==> src/rtl/wb_arbiter_stage.sv <==
// wb_arbiter_stage
//   Write-back stage that merges the ALU result channel and the memory-load
//   channel onto the single register-file write port. Memory wins ties; an
//   ALU channel that keeps losing is forced through after STARVE_LIMIT
//   consecutive losses. Loads are lane-selected and sign/zero-extended before
//   they are registered. The registered write port feeds both the register
//   file and the forwarding unit.
//
// Ports
//   clk, rst                      clock (rising edge), async active-high reset
//   alu_valid/alu_ready           ALU channel handshake (ready is a grant)
//   alu_dst, alu_wb_en, alu_res   ALU destination, write enable, result
//   mem_valid/mem_ready           memory channel handshake (ready is a grant)
//   mem_dst, mem_wb_en, mem_data  load destination, write enable, raw word
//   mem_size, mem_signed          00 byte, 01 half, 1x word; sign/zero extend
//   mem_offset                    low address bits selecting the lane
//   WB_en, WB_Dest, WB_Value      registered register-file write port
//   wb_count                      count of issued WB_en pulses, wraps
module wb_arbiter_stage #(
  parameter int WORD_WIDTH     = 32,
  parameter int REG_ADDR_WIDTH = 4,
  parameter int STARVE_LIMIT   = 4,
  parameter int CNT_WIDTH      = 16
) (
  input  logic                      clk,
  input  logic                      rst,
  input  logic                      alu_valid,
  output logic                      alu_ready,
  input  logic [REG_ADDR_WIDTH-1:0] alu_dst,
  input  logic                      alu_wb_en,
  input  logic [WORD_WIDTH-1:0]     alu_res,
  input  logic                      mem_valid,
  output logic                      mem_ready,
  input  logic [REG_ADDR_WIDTH-1:0] mem_dst,
  input  logic                      mem_wb_en,
  input  logic [WORD_WIDTH-1:0]     mem_data,
  input  logic [1:0]                mem_size,
  input  logic                      mem_signed,
  input  logic [1:0]                mem_offset,
  output logic                      WB_en,
  output logic [REG_ADDR_WIDTH-1:0] WB_Dest,
  output logic [WORD_WIDTH-1:0]     WB_Value,
  output logic [CNT_WIDTH-1:0]      wb_count
);

  localparam logic [3:0] LIMIT = 4'(STARVE_LIMIT);

  function automatic logic [WORD_WIDTH-1:0] ext_byte(input logic [7:0] b,
                                                     input logic sgn);
    logic signed [WORD_WIDTH-1:0] r;
    r = {{(WORD_WIDTH-8){sgn & b[7]}}, b};
    return r;
  endfunction

  function automatic logic [WORD_WIDTH-1:0] ext_half(input logic [15:0] h,
                                                     input logic sgn);
    logic signed [WORD_WIDTH-1:0] r;
    r = {{(WORD_WIDTH-16){sgn & h[15]}}, h};
    return r;
  endfunction

  // Lanes always index the low 32 bits, even on wider datapaths.
  function automatic logic [WORD_WIDTH-1:0] fmt_load(input logic [WORD_WIDTH-1:0] data,
                                                     input logic [1:0] size,
                                                     input logic sgn,
                                                     input logic [1:0] off);
    logic [31:0]           low;
    logic [WORD_WIDTH-1:0] r;
    low = data[31:0];
    case (size)
      2'b00: begin
        case (off)
          2'd0:    r = ext_byte(low[7:0],   sgn);
          2'd1:    r = ext_byte(low[15:8],  sgn);
          2'd2:    r = ext_byte(low[23:16], sgn);
          default: r = ext_byte(low[31:24], sgn);
        endcase
      end
      2'b01:   r = off[1] ? ext_half(low[31:16], sgn) : ext_half(low[15:0], sgn);
      default: r = data;
    endcase
    return r;
  endfunction

  logic [3:0]                starve_cnt;
  logic [3:0]                starve_nxt;
  logic                      force_alu;
  logic                      take_p0;
  logic                      sel_en_p0;
  logic [REG_ADDR_WIDTH-1:0] sel_dst_p0;
  logic [WORD_WIDTH-1:0]     sel_val_p0;

  // Stage p0: combinational grant and result selection
  always_comb begin
    force_alu  = (starve_cnt == LIMIT);
    // Grants are suppressed during reset so nothing is lost silently.
    mem_ready  = mem_valid & ~(force_alu & alu_valid) & ~rst;
    alu_ready  = alu_valid & ~mem_ready & ~rst;
    take_p0    = alu_ready | mem_ready;

    sel_en_p0  = 1'b0;
    sel_dst_p0 = alu_dst;
    sel_val_p0 = alu_res;
    if (mem_ready) begin
      sel_en_p0  = mem_wb_en;
      sel_dst_p0 = mem_dst;
      sel_val_p0 = fmt_load(mem_data, mem_size, mem_signed, mem_offset);
    end else if (alu_ready) begin
      sel_en_p0  = alu_wb_en;
    end

    starve_nxt = 4'd0;
    if (alu_valid & ~alu_ready)
      starve_nxt = force_alu ? LIMIT : starve_cnt + 4'd1;
  end

  // Stage p1: registered write port
  always_ff @(posedge clk or posedge rst) begin
    if (rst) begin
      starve_cnt <= 4'd0;
      WB_en      <= 1'b0;
      WB_Dest    <= '0;
      WB_Value   <= '0;
      wb_count   <= '0;
    end else begin
      starve_cnt <= starve_nxt;
      WB_en      <= take_p0 & sel_en_p0;
      // Non-writing transfers leave the port contents untouched so the
      // forwarding unit keeps seeing the last real write.
      if (take_p0 & sel_en_p0) begin
        WB_Dest  <= sel_dst_p0;
        WB_Value <= sel_val_p0;
        wb_count <= wb_count + CNT_WIDTH'(1);
      end
    end
  end

endmodule

==> config.mk <==
export PLATFORM = sky130hd
export DESIGN_NAME = wb_arbiter_stage
export DESIGN_NICKNAME = d
export VERILOG_FILES = /design/src/rtl/wb_arbiter_stage.sv
export SDC_FILE = /design/constraint.sdc
export NUM_CORES = 1
export LEC_CHECK = 0
export CAP_MARGIN = 30
export CORE_ASPECT_RATIO = 0.7
export CORE_MARGIN = 2
export CORE_UTILIZATION = 30
export CTS_CLUSTER_SIZE = 40
export DETAILED_ROUTE_END_ITERATION = 12
export GPL_TIMING_DRIVEN = 0
export SLEW_MARGIN = 15
export SYNTH_ARGS = -nofsm -noshare
export SYNTH_HDL_FRONTEND = slang
export SYNTH_SLANG_ARGS = --single-unit
==> constraint.sdc <==
create_clock -name clk -period 3.57 [get_ports clk]
set_clock_uncertainty 0.1 [all_clocks]
set_input_delay 0.357 -clock clk [delete_from_list [all_inputs] [get_ports clk]]
set_output_delay 0.357 -clock clk [all_outputs]
set_load 0.01 [all_outputs]
# --- Word-level counts from Yosys, hierarchy flattened ---
# Cells that the tools add are included.
op_classes:
  add_sub_neg: 2
  eq_ne: 4
  muxes: 9
  n_bitwise: 16
  n_reduce_logical: 2
ops:
  columns: ["operator", "n"]
  rows:
  - ["$pmux W32 S3", 1]
  - ["$mux W32", 2]
  - ["$pmux W32 S2", 1]
  - ["$add A16 B1 Y16 const B", 1]
  - ["$mux W4", 3]
  - ["$and A1 B1 Y1", 11]
  - ["$add A4 B1 Y4 const B", 1]
  - ["$eq A2 B1 Y1 const B", 2]
  - ["$eq A4 B3 Y1 const B", 1]
  - ["$logic_not A2 Y1", 2]
  - ["$not A1 Y1", 4]
  - ["$eq A2 B2 Y1 const B", 1]
  - ["$mux W1", 2]
  - ["$or A1 B1 Y1", 1]
totals:
  register_bits: 57

# --- Logic depth before layout (Yosys ltp) ---
# Gate-level depths: netlist of the first run.
logic_depth:
  ltp_word: 11
  mapped_depth: 10

# --- Worst setup path before layout of the first run ---
# Ideal clock, no wire load.
synth_path:
  kind: "in2reg"
  from: "in rst"
  to: "reg wb_count[11]"
  setup_ps: 79
  arrival_ps: 2717
  t_required_ps: 3391
  setup_slack_ps: 674
  stages: 7
  cell_sequence: "inv_1 > nand3_1 > inv_2 > a22oi_4 > buf_6 > nor4_2 > xor2_1"
synth_between:
  elab_chain_len: 8
  word_cells_on_any_way: 9
  classes_between: "mux: 2; bitwise: 7"
synth_rtl:
  columns: ["item", "line_no", "text"]
  rows:
  - ["from (decl)", "26", "input logic rst,"]
  - ["$not A1 Y1 (*)", "97, 98", null]
  - ["$and A1 B1 Y1", "97", "mem_ready = mem_valid & ~(force_alu & alu_valid) & ~rst;"]
  - ["$not A1 Y1", "98", "alu_ready = alu_valid & ~mem_ready & ~rst;"]
  - ["$and A1 B1 Y1 (2 in series)", "98", null]
  - ["$mux W1", "108", "end else if (alu_ready) begin"]
  - ["$mux W1", "104", "if (mem_ready) begin"]
  - ["$and A1 B1 Y1 (*)", "130", "if (take_p0 & sel_en_p0) begin"]
  - ["to (signal assigned)", "133", "wb_count <= wb_count + CNT_WIDTH'(1);"]
  - ["to (decl)", "43", "output logic [CNT_WIDTH-1:0] wb_count"]
# Every way passes the cells marked *; elsewhere a longest branch is shown, timed or not.
# A chain may end at the register's enable or synchronous reset.

# --- Worst setup path after layout of the first run ---
layout_path:
  from: "reg starve_cnt[0]"
  to: "out mem_ready"
layout_between:
  elab_chain_len: 5
layout_rtl:
  columns: ["item", "line_no", "text"]
  rows:
  - ["from (decl)", "85", "logic [3:0] starve_cnt;"]
  - ["from (signal assigned)", "126", "starve_cnt <= starve_nxt;"]
  - ["$eq A4 B3 Y1", "95", "force_alu = (starve_cnt == LIMIT);"]
  - ["$and A1 B1 Y1", "97", null]
  - ["$not A1 Y1", "97", null]
  - ["$and A1 B1 Y1 (2 in series)", "97", null]
  - ["to (decl)", "33", "output logic mem_ready,"]
# Every way passes these cells.

==> results of run 1 <==
registers in the layout (all words and copies together) (netlist names):
register / cells
WB_Dest: 4
wb_count: 16
WB_Value: 32
starve_cnt: 4
WB_en: 1
path summary, 6_finish.rpt:
check / cells after the start / endpoint / startpoint
min reg2reg: 1 / wb_count[15]$_DFFE_PP0P_ / wb_count[15]$_DFFE_PP0P_
min: 2 / starve_cnt[3]$_DFF_PP0_ / rst
max: 7 / mem_ready / starve_cnt[0]$_DFF_PP0_
min in group clk: 1 / wb_count[15]$_DFFE_PP0P_ / wb_count[15]$_DFFE_PP0P_
max reg2reg: 8 / WB_Value[4]$_DFFE_PP0P_ / starve_cnt[0]$_DFF_PP0_
max in group asynchronous: 3 / WB_Dest[1]$_DFFE_PP0P_ / rst
cells in the final DEF (no fill, tap or decap), types with 4 or more instances in the layout:
master / synthesis / final
clkdlybuf4s50_1: 0 / 137
a21oi_1: 34 / 34
a22oi_1: 7 / 7
o21ai_0: 38 / 38
clkbuf_16: 0 / 9
nor3_1: 14 / 14
inv_1: 7 / 6
a211oi_1: 6 / 6
nand4_1: 5 / 5
nor2b_1: 7 / 7
a21o_1: 7 / 7
nor2_1: 15 / 15
a2111oi_0: 6 / 6
nand2b_1: 4 / 4
clkbuf_1: 5 / 8
o2bb2ai_1: 7 / 7
o21ai_1: 10 / 10
xor2_1: 9 / 9
nand2_1: 46 / 46
a31oi_1: 4 / 4
buf_6: 4 / 4
nand3_1: 6 / 6
xnor2_1: 6 / 6
buf_2: 11 / 11
dfrtp_1: 57 / 57
area by class of cell:
class	instances	area [um^2]
well taps	132	165
multi-input cells	261	1570
clock buffers	13	250
flip-flops and latches	57	1430
plain buffers	24	145
fillers	980	5290
clock inverters	3	40.0
repair buffers	138	1390
inverters	9	36.3
layer usage:
layer	vias up	GRT usage [%]	routed length, um
li1	1565	-	-
met1	1546	29.8	5590
met2	120	30.7	4980
met3	12	7.08	1020
met4	0	4.12	122
met5	-	0	0
stage by stage:
stage	hold WS, ps	total power (W)	instances
final	236	0.00244	637
after global routing	271	0.00257	637
after CTS	248	0.00246	637
after detailed placement	367	0.00160	621
after global placement	359	0.00158	620
after floorplan	362	0.00115	351
cell families after synthesis:
family | after synthesis | share of synthesized area [%]
simple gates | 111 | 17.7
flops | 57 | 44.9
buf+inv | 33 | 5.63
mux | 2 | 0.630
compound gates | 130 | 25.8
xor+xnor | 15 | 4.14
fa+ha+maj | 3 | 1.18
power by group:
| part | switching (W) | total, W | internal, W |
|---|---|---|---|
| combinational | 0.000314 | 0.000712 | 0.000398 |
| clock | 0.000298 | 0.000855 | 0.000557 |
| sequential | 0.000101 | 0.000870 | 0.000769 |
==> impl_summary.txt, run 1 <==
----------------------------------------------------
[Floorplan]
  Initial standard-cell utilization of the core ... 30.8%
  Die area ... 11400 um^2
  Total number of placement rows ... 31
  Die boundary width ... 127 um
  Die Y ... 90.1 um
  Area of the core region ... 10300 um^2
  Boundary Pins ... 138

[Yosys]
  Fraction of synthesized cell area taken by the top area cell type ... 44.9%
  Most frequent cell after synthesis ... dfrtp_1
  Total of flip-flops plus latches after synthesis ... 57
  Largest area contributor in the netlist ... dfrtp_1
  Cell area after technology mapping ... 3180 um^2
  Asr flop ratio synth ... 100%
  Dominant cells by area after synthesis ... dfrtp_1 (45%), o21ai_0 (6.0%), nand2_1 (5.4%)
  Synthesized area per cell ... 9.05 um^2
  Post-synth cell types ... 49
  Fraction of the yosys area taken by sequential cells ... 44.9%
  Number of flops mapped to enable cells by yosys ... 0
  Gate count after technology mapping ... 351
  Count of warnings emitted by yosys ... 0
  Mapped Nets ... 437
  Leading register cell type out of synthesis ... dfrtp_1
  Most instantiated cells after synthesis ... dfrtp_1 (57), nand2_1 (46), o21ai_0 (38)

[Setup path]
  Crit path largest cell delay ... 640 ps
  Required @ worst endpoint ... 3110 ps
  Reg-to-reg setup timing slack ... 1330 ps
  Ordered cell list for the critical path ... inv_1, ha_1, nand4b_1, nand3_1, inv_2, buf_1, clkdlybuf4s50_1
  Arrival time at the worst endpoint ... 2550 ps
  Critical Path Sink Type ... output port
  Crit-path leading delay family ... buffers and inverters
  Worst-path fanout max ... 10
  Cell type of the slowest stage on the worst timing path ... clkdlybuf4s50_1
  Number of buffers and inverters on the critical path ... 4
  Worst Setup Start Kind ... flip-flop
  Crit Path Class ... flip-flop to output port

[Place]
  Placed Area ... 4740 um^2
  PortBufs ... 137
  Final weighted congestion in routability-driven placement ... 0.833
  Post-detailed-placement half-perimeter wirelength ... 8810 um
  Placement Setup Slack ... 549 ps

[Route]
  Via-to-Cell Ratio ... 5.09
  Overall routed net length ... 11700 um
  Count of antenna-violating nets left after detailed routing ... 0
  DR DRC count ... 0
  First-pass iteration count of the detailed router ... 4
  Detail-routed net length per standard cell ... 18.4 um
  Via Count ... 3243
  Detailed Route Iter0 Violations ... 151

[Clock tree]
  Hold buffer count at CTS ... 0
  Post-CTS clock slew at the launch and capture registers of the worst setup and hold paths ... 50 ps
  Source-to-sink clock delay at the later pin of the worst-skew pair ... 330 ps
  TritonCTS clock tree ... built
  H-tree levels ... 3
  Maximum clock path buffer count ... 2
  Cells resized by post-CTS repair ... 0
  Count of clock tree sinks ... 57
  Clock buffer count from CTS ... 9
  Post-CTS Setup Inserts ... 0
  Root buffer cell ... clkbuf_16

[Timing]
  Relative slew margins ... 53.9%
  Worst path setup slack after routing ... 559 ps
  Final setup viols ... 0
  Sum Neg Setup Slack ... 0 ps
  Unrepaired setup endpoints after global routing ... no
  Slew Viols, Final ... 0
  Clock period minus final worst setup slack ... 3010 ps
  Number of failing hold endpoints at the final stage ... 0
  Final critical-path share of the clock period ... 84.3%
  Highest clock rate ... 332 MHz
  Worst-margin pin slew ... 691 ps

[Layout]
  Final std cell area, no fill ... 5030 um^2
  Antenna Diode Count ... 0
  Final layout net count ... 586
  Layout overhead on the synthesized area ... 58.2%
  Share of post-route cells with drive strength above 1 ... 8.12%
  Final core utilization ... 48.7%

[Global routing]
  Maximum number of pins on one net before global-route repair ... 40
  Congestion Overflow GR ... 0
  Number of antenna violations at the first check in global routing ... 0
  All-Layer GR Usage ... 20.8%
  Wire length of the first global-routing pass ... 18400 um
  Vias in the first global route ... 3328

[Pwr]
  Static power due to leakage ... 2.13 nW
  Maximum vdd ir drop ... 0.000195 V
  Ratio of total power to cell area ... 485 nW/um^2

[Flow run]
  Max capacitance violation total ... 0

[Outcome]
  Run status ... completed

[Hold path]
  HP Class ... primary input to asynchronous set/reset pin

----------------------------------------------------
Note: power is estimated with default switching activity, not from simulation.
==> run 2, diff against run 1 <==
==> constraint.sdc (replaced) <==
create_clock -name clk -period 2.4 [get_ports clk]
set_clock_uncertainty 0.1 [all_clocks]
set_input_delay 0.24 -clock clk [delete_from_list [all_inputs] [get_ports clk]]
set_output_delay 0.24 -clock clk [all_outputs]
set_load 0.01 [all_outputs]
==> run 2 against run 1 <==
The flow now finishes with violations (hold timing). Sequential share of layout area shrank 0.45 points. Total power grew 50%. Clock-buffer cell count shrank 1. Sequential cell count is the same. Hold slack lost 280 ps. Utilization grew 0.78 points. Critical endpoint is now WB_Value[5]$_DFFE_PP0P_. Largest cell class is now non-clock buffers. Largest power group unchanged.
==> impl_summary.txt, run 2 (synthesis results as in run 1) <==
----------------------------------------------------
[Outcome]
  Run status ... finished, violations left
  Violations in the final reports ... hold timing

[Clock tree]
  Clock buffer count from CTS ... 9
  Maximum clock path buffer count ... 2
  Count of clock tree sinks ... 57
  Source-to-sink clock delay at the later pin of the worst-skew pair ... 330 ps
  Root buffer cell ... clkbuf_16
  TritonCTS clock tree ... built
  Post-CTS clock slew at the launch and capture registers of the worst setup and hold paths ... 50 ps
  H-tree levels ... 3

[Layout]
  Antenna Diode Count ... 0
  Most common library cell in the layout ignoring fill and taps ... clkdlybuf4s50_1
  Number of filler instances in the final layout ... 965
  Seq. cell area ... 1430 um^2
  Register with the most flip-flops ... WB_Value
  Commonest non-fill, non-tap cells in the layout ... clkdlybuf4s50_1 (134), dfrtp_1 (57), nand2_1 (46)
  Post-Layout Cell Count ... 642
  Final std cell area, no fill ... 5110 um^2
  Final layout net count ... 592
  Regs by FF count ... WB_Value x32, wb_count x16
  Share of post-route cells with drive strength above 1 ... 9.41%
  Number of flip-flops under the largest register name ... 32
  Area of the multi-input gates ... 1580 um^2
  Layout overhead on the synthesized area ... 60.7%

[Setup path]
  Ordered cell list for the critical path ... inv_1, ha_1, nand4b_1, nand3_2, inv_4, buf_4, a22oi_4, buf_6, buf_2, o21ai_0
  Crit Path Class ... flip-flop to flip-flop
  Cell type of the slowest stage on the worst timing path ... dfrtp_1
  Worst-path fanout max ... 10
  Arrival time at the worst endpoint ... 2350 ps
  Required @ worst endpoint ... 2510 ps
  Worst Setup Start Kind ... flip-flop
  Critical Path Sink Type ... flip-flop
  Crit path largest cell delay ... 400 ps

[Pwr]
  Static power due to leakage ... 2.19 nW
  NetSw ... 0.00107 W
  Sequential power share ... 35.7%
  Share of power burned in combinational logic ... 29.0%
  Internal power contribution ... 0.00259 W
  Post-route total power ... 0.00367 W
  Clock share of power ... 35.2%
  Ratio of total power to cell area ... 718 nW/um^2
  Maximum vdd ir drop ... 0.000357 V
  Net Sw Frac ... 29.3%

[Timing]
  Highest clock rate ... 447 MHz
  WHS ... -43.4 ps
  Unrepaired setup endpoints after global routing ... no
  Final critical-path share of the clock period ... 93.3%
  Clock period minus final worst setup slack ... 2240 ps
  Relative slew margins ... 44.0%
  Worst path setup slack after routing ... 160 ps
  Final setup viols ... 0
  Slew Viols, Final ... 0
  Worst-margin pin slew ... 837 ps
  Number of failing hold endpoints at the final stage ... 13

[Global routing]
  Maximum number of pins on one net before global-route repair ... 36
  Number of antenna violations at the first check in global routing ... 0
  Vias in the first global route ... 3204
  Congestion Overflow GR ... 0
  All-Layer GR Usage ... 20.7%
  Wire length of the first global-routing pass ... 18000 um

[Floorplan]
  Initial standard-cell utilization of the core ... 30.8%
  Die area ... 11400 um^2
  Die Y ... 90.1 um
  Die boundary width ... 127 um
  Total number of placement rows ... 31
  Area of the core region ... 10300 um^2
  Boundary Pins ... 138

[Route]
  Via Count ... 3283
  Detailed Route Iter0 Violations ... 231
  Via-to-Cell Ratio ... 5.11
  Overall routed net length ... 12100 um
  DR DRC count ... 0
  Detail-routed net length per standard cell ... 18.8 um
  Count of antenna-violating nets left after detailed routing ... 0
  First-pass iteration count of the detailed router ... 6

[Place]
  Number of cells after detailed placement ... 621
  Final weighted congestion in routability-driven placement ... 0.856
  Placed Area ... 4740 um^2
  Placement Setup Slack ... -840 ps
  PortBufs ... 137
  Post-detailed-placement half-perimeter wirelength ... 8940 um

[Flow run]
  Max capacitance violation total ... 0

[Hold path]
  HP Class ... primary input to asynchronous set/reset pin

----------------------------------------------------
[run 2: per-layer routing]
| layer | vias to the layer above | part of all wire [%] | global-route usage, % |
|---|---|---|---|
| li1 | 1576 | - | - |
| met1 | 1541 | 49 | 30.3 |
| met2 | 156 | 42 | 29.9 |
| met3 | 10 | 8.2 | 5.89 |
| met4 | 0 | 0.94 | 5.13 |
| met5 | - | 0 | 0 |
[run 2: metrics by stage]
step                hold WS [ps]  util [%]  TNS, ps
finish                     -43.4      49.5        0
global route                8.39      49.5        0
CTS                          320      49.1        0
detailed placement           364      46.0   -36480
global placement             360      45.8   -64760
floorplan                    243         -        0
[run 2: worst paths after layout]
path | start | endpoint | slack, ps | depth (start not counted)
setup / recovery | starve_cnt[0]$_DFF_PP0_ | WB_Value[5]$_DFFE_PP0P_ | 160 | 10
hold / removal | rst | WB_Value[3]$_DFFE_PP0P_ | -40 | 2
setup reg to reg | starve_cnt[0]$_DFF_PP0_ | WB_Value[5]$_DFFE_PP0P_ | 160 | 10
hold reg to reg | wb_count[15]$_DFFE_PP0P_ | wb_count[15]$_DFFE_PP0P_ | 370 | 1
max in group asynchronous | rst | wb_count[6]$_DFFE_PP0P_ | 890 | 4
min in group clk | wb_count[15]$_DFFE_PP0P_ | wb_count[15]$_DFFE_PP0P_ | 370 | 1
[run 2: area by class of cell]
type / instances / area share, %
repair buffers: 143 / 28.2
flip-flops and latches: 57 / 27.9
plain buffers: 24 / 3.06
repair inverters: 1 / 0.0980
clock buffers: 12 / 5.02
multi-input cells: 261 / 30.9
clock inverters: 3 / 0.784
inverters: 9 / 0.784
well taps: 132 / 3.23
[run 2: timing repair]
| item | in CTS | in global routing |
|---|---|---|
| endpoints found under the setup margin | 55 | 23 |
| hold buffers | 0 | 3 |
| pin swaps | 0 | 1 |
| endpoints found under the hold margin | 0 | 26 |
| gates resized for setup | 5 | 5 |
| cloned | 1 | 0 |
| buffers inserted | 2 | 0 |
[run 2: power groups by stage]
stage | logic (W) | registers, W | clock network [W]
5_1_grt | 0.00115 | 0.00134 | 0.00136
6_report | 0.00106 | 0.00131 | 0.00129
3_5_place_dp | 0.00105 | 0.00132 | 0
4_1_cts | 0.00107 | 0.00130 | 0.00132
3_3_place_gp | 0.00104 | 0.00131 | 0
2_1_floorplan | 0.000342 | 0.00137 | 0
[run 2: worst max-delay path: cells and delay by family, from the launching register on]
family | cells | cell delay, ps
compound gates | 2 | 390
fa+ha+maj | 1 | 190
buf+inv | 5 | 690
flops | 1 | 400
simple gates | 2 | 310
==> run 3, diff against run 2 <==
--- a/config.mk
+++ b/config.mk
@@ -9,9 +9,12 @@
 export CORE_ASPECT_RATIO = 0.7
 export CORE_MARGIN = 2
 export CORE_UTILIZATION = 30
+export CTS_CLUSTER_DIAMETER = 50
 export CTS_CLUSTER_SIZE = 40
 export DETAILED_ROUTE_END_ITERATION = 12
 export GPL_TIMING_DRIVEN = 0
+export HOLD_SLACK_MARGIN = 0.06
+export REMOVE_ABC_BUFFERS = 1
 export SLEW_MARGIN = 15
 export SYNTH_ARGS = -nofsm -noshare
 export SYNTH_HDL_FRONTEND = slang
==> run 3 against run 2 <==
The flow now finishes without violations. Wire length shrank 2.3%. Utilization grew 0.46 points. Die area is the same. Clock-buffer cell count grew 2. Critical path depth is the same. Highest routed layer unchanged. Final cell count shrank 2.2%. Via count is essentially flat. Non-clock buffer count shrank 16.
==> impl_summary.txt, run 3 (synthesis results as in run 1) <==
----------------------------------------------------
[Clock tree]
  Post-CTS clock slew at the launch and capture registers of the worst setup and hold paths ... 50 ps
  Root buffer cell ... clkbuf_16
  TritonCTS clock tree ... built
  Clock buffer count from CTS ... 9
  Hold buffer count at CTS ... 0
  Count of clock tree sinks ... 57
  H-tree levels ... 3
  Maximum clock path buffer count ... 2
  Source-to-sink clock delay at the later pin of the worst-skew pair ... 330 ps

[Layout]
  Share of post-route cells with drive strength above 1 ... 8.67%
  Register with the most flip-flops ... WB_Value
  Most common library cell in the layout ignoring fill and taps ... clkdlybuf4s50_1
  Final layout net count ... 577
  Regs by FF count ... WB_Value x32, wb_count x16
  Layout overhead on the synthesized area ... 62.2%
  Commonest non-fill, non-tap cells in the layout ... clkdlybuf4s50_1 (132), dfrtp_1 (57), nand2_1 (46)
  Number of flip-flops under the largest register name ... 32
  Antenna Diode Count ... 0
  Post-Layout Cell Count ... 628

[Floorplan]
  Initial standard-cell utilization of the core ... 30.8%
  Die Y ... 90.1 um
  Boundary Pins ... 138
  Total number of placement rows ... 31
  Die boundary width ... 127 um
  Area of the core region ... 10300 um^2
  Die area ... 11400 um^2

[Pwr]
  Post-route total power ... 0.00371 W
  Internal power contribution ... 0.00264 W
  Share of power burned in combinational logic ... 29.0%
  Net Sw Frac ... 28.9%
  Ratio of total power to cell area ... 720 nW/um^2
  Static power due to leakage ... 2.21 nW
  Clock share of power ... 36.1%
  Sequential power share ... 35.0%
  NetSw ... 0.00107 W
  Maximum vdd ir drop ... 0.000511 V

[Timing]
  Slew Viols, Final ... 0
  Final setup viols ... 0
  Worst-margin pin slew ... 826 ps
  WHS ... 239 ps
  Highest clock rate ... 438 MHz
  Sum Neg Setup Slack ... 0 ps
  Worst path setup slack after routing ... 118 ps
  Unrepaired setup endpoints after global routing ... no
  Relative slew margins ... 44.9%
  Number of failing hold endpoints at the final stage ... 0
  Clock period minus final worst setup slack ... 2280 ps
  Final critical-path share of the clock period ... 95.1%

[Route]
  Via-to-Cell Ratio ... 5.22
  Detailed Route Iter0 Violations ... 263
  DR DRC count ... 0
  Count of antenna-violating nets left after detailed routing ... 0
  First-pass iteration count of the detailed router ... 6
  Via Count ... 3281
  Detail-routed net length per standard cell ... 18.8 um
  Overall routed net length ... 11800 um

[Setup path]
  Critical Path Sink Type ... flip-flop
  Required @ worst endpoint ... 2510 ps
  Crit Path Class ... flip-flop to flip-flop
  Worst Setup Start Kind ... flip-flop
  Depth of the most critical reg-to-reg path ... 10
  Arrival time at the worst endpoint ... 2390 ps
  Reg2reg end ... WB_Value[26]$_DFFE_PP0P_
  Worst-path fanout max ... 32
  Reg-to-reg setup timing slack ... 120 ps
  Start of the worst register-to-register path ... starve_cnt[0]$_DFF_PP0_

[Global routing]
  Number of antenna violations at the first check in global routing ... 0
  Maximum number of pins on one net before global-route repair ... 62
  Congestion Overflow GR ... 0
  Vias in the first global route ... 3186
  Wire length of the first global-routing pass ... 17900 um
  All-Layer GR Usage ... 20.4%

[Flow run]
  Max capacitance violation total ... 0

[Place]
  Final weighted congestion in routability-driven placement ... 0.789
  Placement Setup Slack ... -2380 ps
  Post-detailed-placement half-perimeter wirelength ... 7590 um
  PortBufs ... 137
  Number of cells after detailed placement ... 598

[Outcome]
  Run status ... completed

[Hold path]
  HP Class ... primary input to asynchronous set/reset pin

----------------------------------------------------
run 3: cell types whose count changed in the layout (fill, tap and decap cells not counted), sizes merged, moves of 2 or more:
cell and change:
clkdlybuf4s50 -2, dlygate4sd3 -3, clkinvlp -2, clkbuf -2, buf -8
run 3: layout make-up:
type | instances | area, um^2
Sequential cell | 57 | 1430
Inverter | 9 | 80.1
Timing Repair Buffer | 151 | 1560
Fill cell | 973 | 5160
Tap cell | 132 | 165
Clock inverter | 2 | 35.0
Clock buffer | 14 | 274
Timing Repair inverter | 1 | 8.76
Multi-Input combinational cell | 262 | 1610
run 3: what timing repair did:
action,CTS,global route
pin swaps,2,3
gates cloned,2,2
buffers inserted,4,6
resized for setup,16,5
endpoints found under the setup margin,55,26
run 3: power by group through the flow:
stage | Sequential [W] | Combinational [W] | Clock, W
6_report | 0.00130 | 0.00108 | 0.00134
4_1_cts | 0.00130 | 0.00105 | 0.00136
5_1_grt | 0.00133 | 0.00118 | 0.00141
2_1_floorplan | 0.00137 | 0.000306 | 0
3_5_place_dp | 0.00131 | 0.00103 | 0
3_3_place_gp | 0.00130 | 0.00100 | 0
run 3: worst max-delay path by stage:
stage | cells after the start | startpoint | slack (ps) | endpoint
global placement | 8 | rst | -4120 | WB_Value[26]$_DFFE_PP0P_
global route | 6 | mem_offset[1] | 0.8 | WB_Value[6]$_DFFE_PP0P_
floorplan | 7 | rst | -1640 | wb_count[13]$_DFFE_PP0P_
finish | 10 | starve_cnt[0]$_DFF_PP0_ | 120 | WB_Value[26]$_DFFE_PP0P_
CTS | 6 | mem_size[0] | 9 | WB_Value[6]$_DFFE_PP0P_
detailed placement | 10 | rst | -2380 | WB_Value[26]$_DFFE_PP0P_
run 3: layer usage:
layer	track usage (%)	routed length (um)	vias up
li1	-	-	1551
met1	29.4	5850	1583
met2	29.5	4880	132
met3	6.25	897	15
met4	5.86	164	0
met5	0	0	-
run 3: critical path, stage by stage, from the launching register on:
cell	delay (ps)
dfrtp_1	380
inv_1	60
ha_1	230
and3b_1	230
o211a_4	260
a22oi_4	180
buf_12	200
buf_16	170
inv_8	90
o21ai_0	120
o21ai_0	110
run 3: per-stage QoR:
| step | instance area [um^2] | util (%) |
|---|---|---|
| finish | 5150 | 50.0 |
| global route | 5150 | 50.0 |
| CTS | 5030 | 48.7 |
| detailed placement | 4610 | 44.7 |
| global placement | 4570 | 44.3 |
| floorplan | 3030 | - |
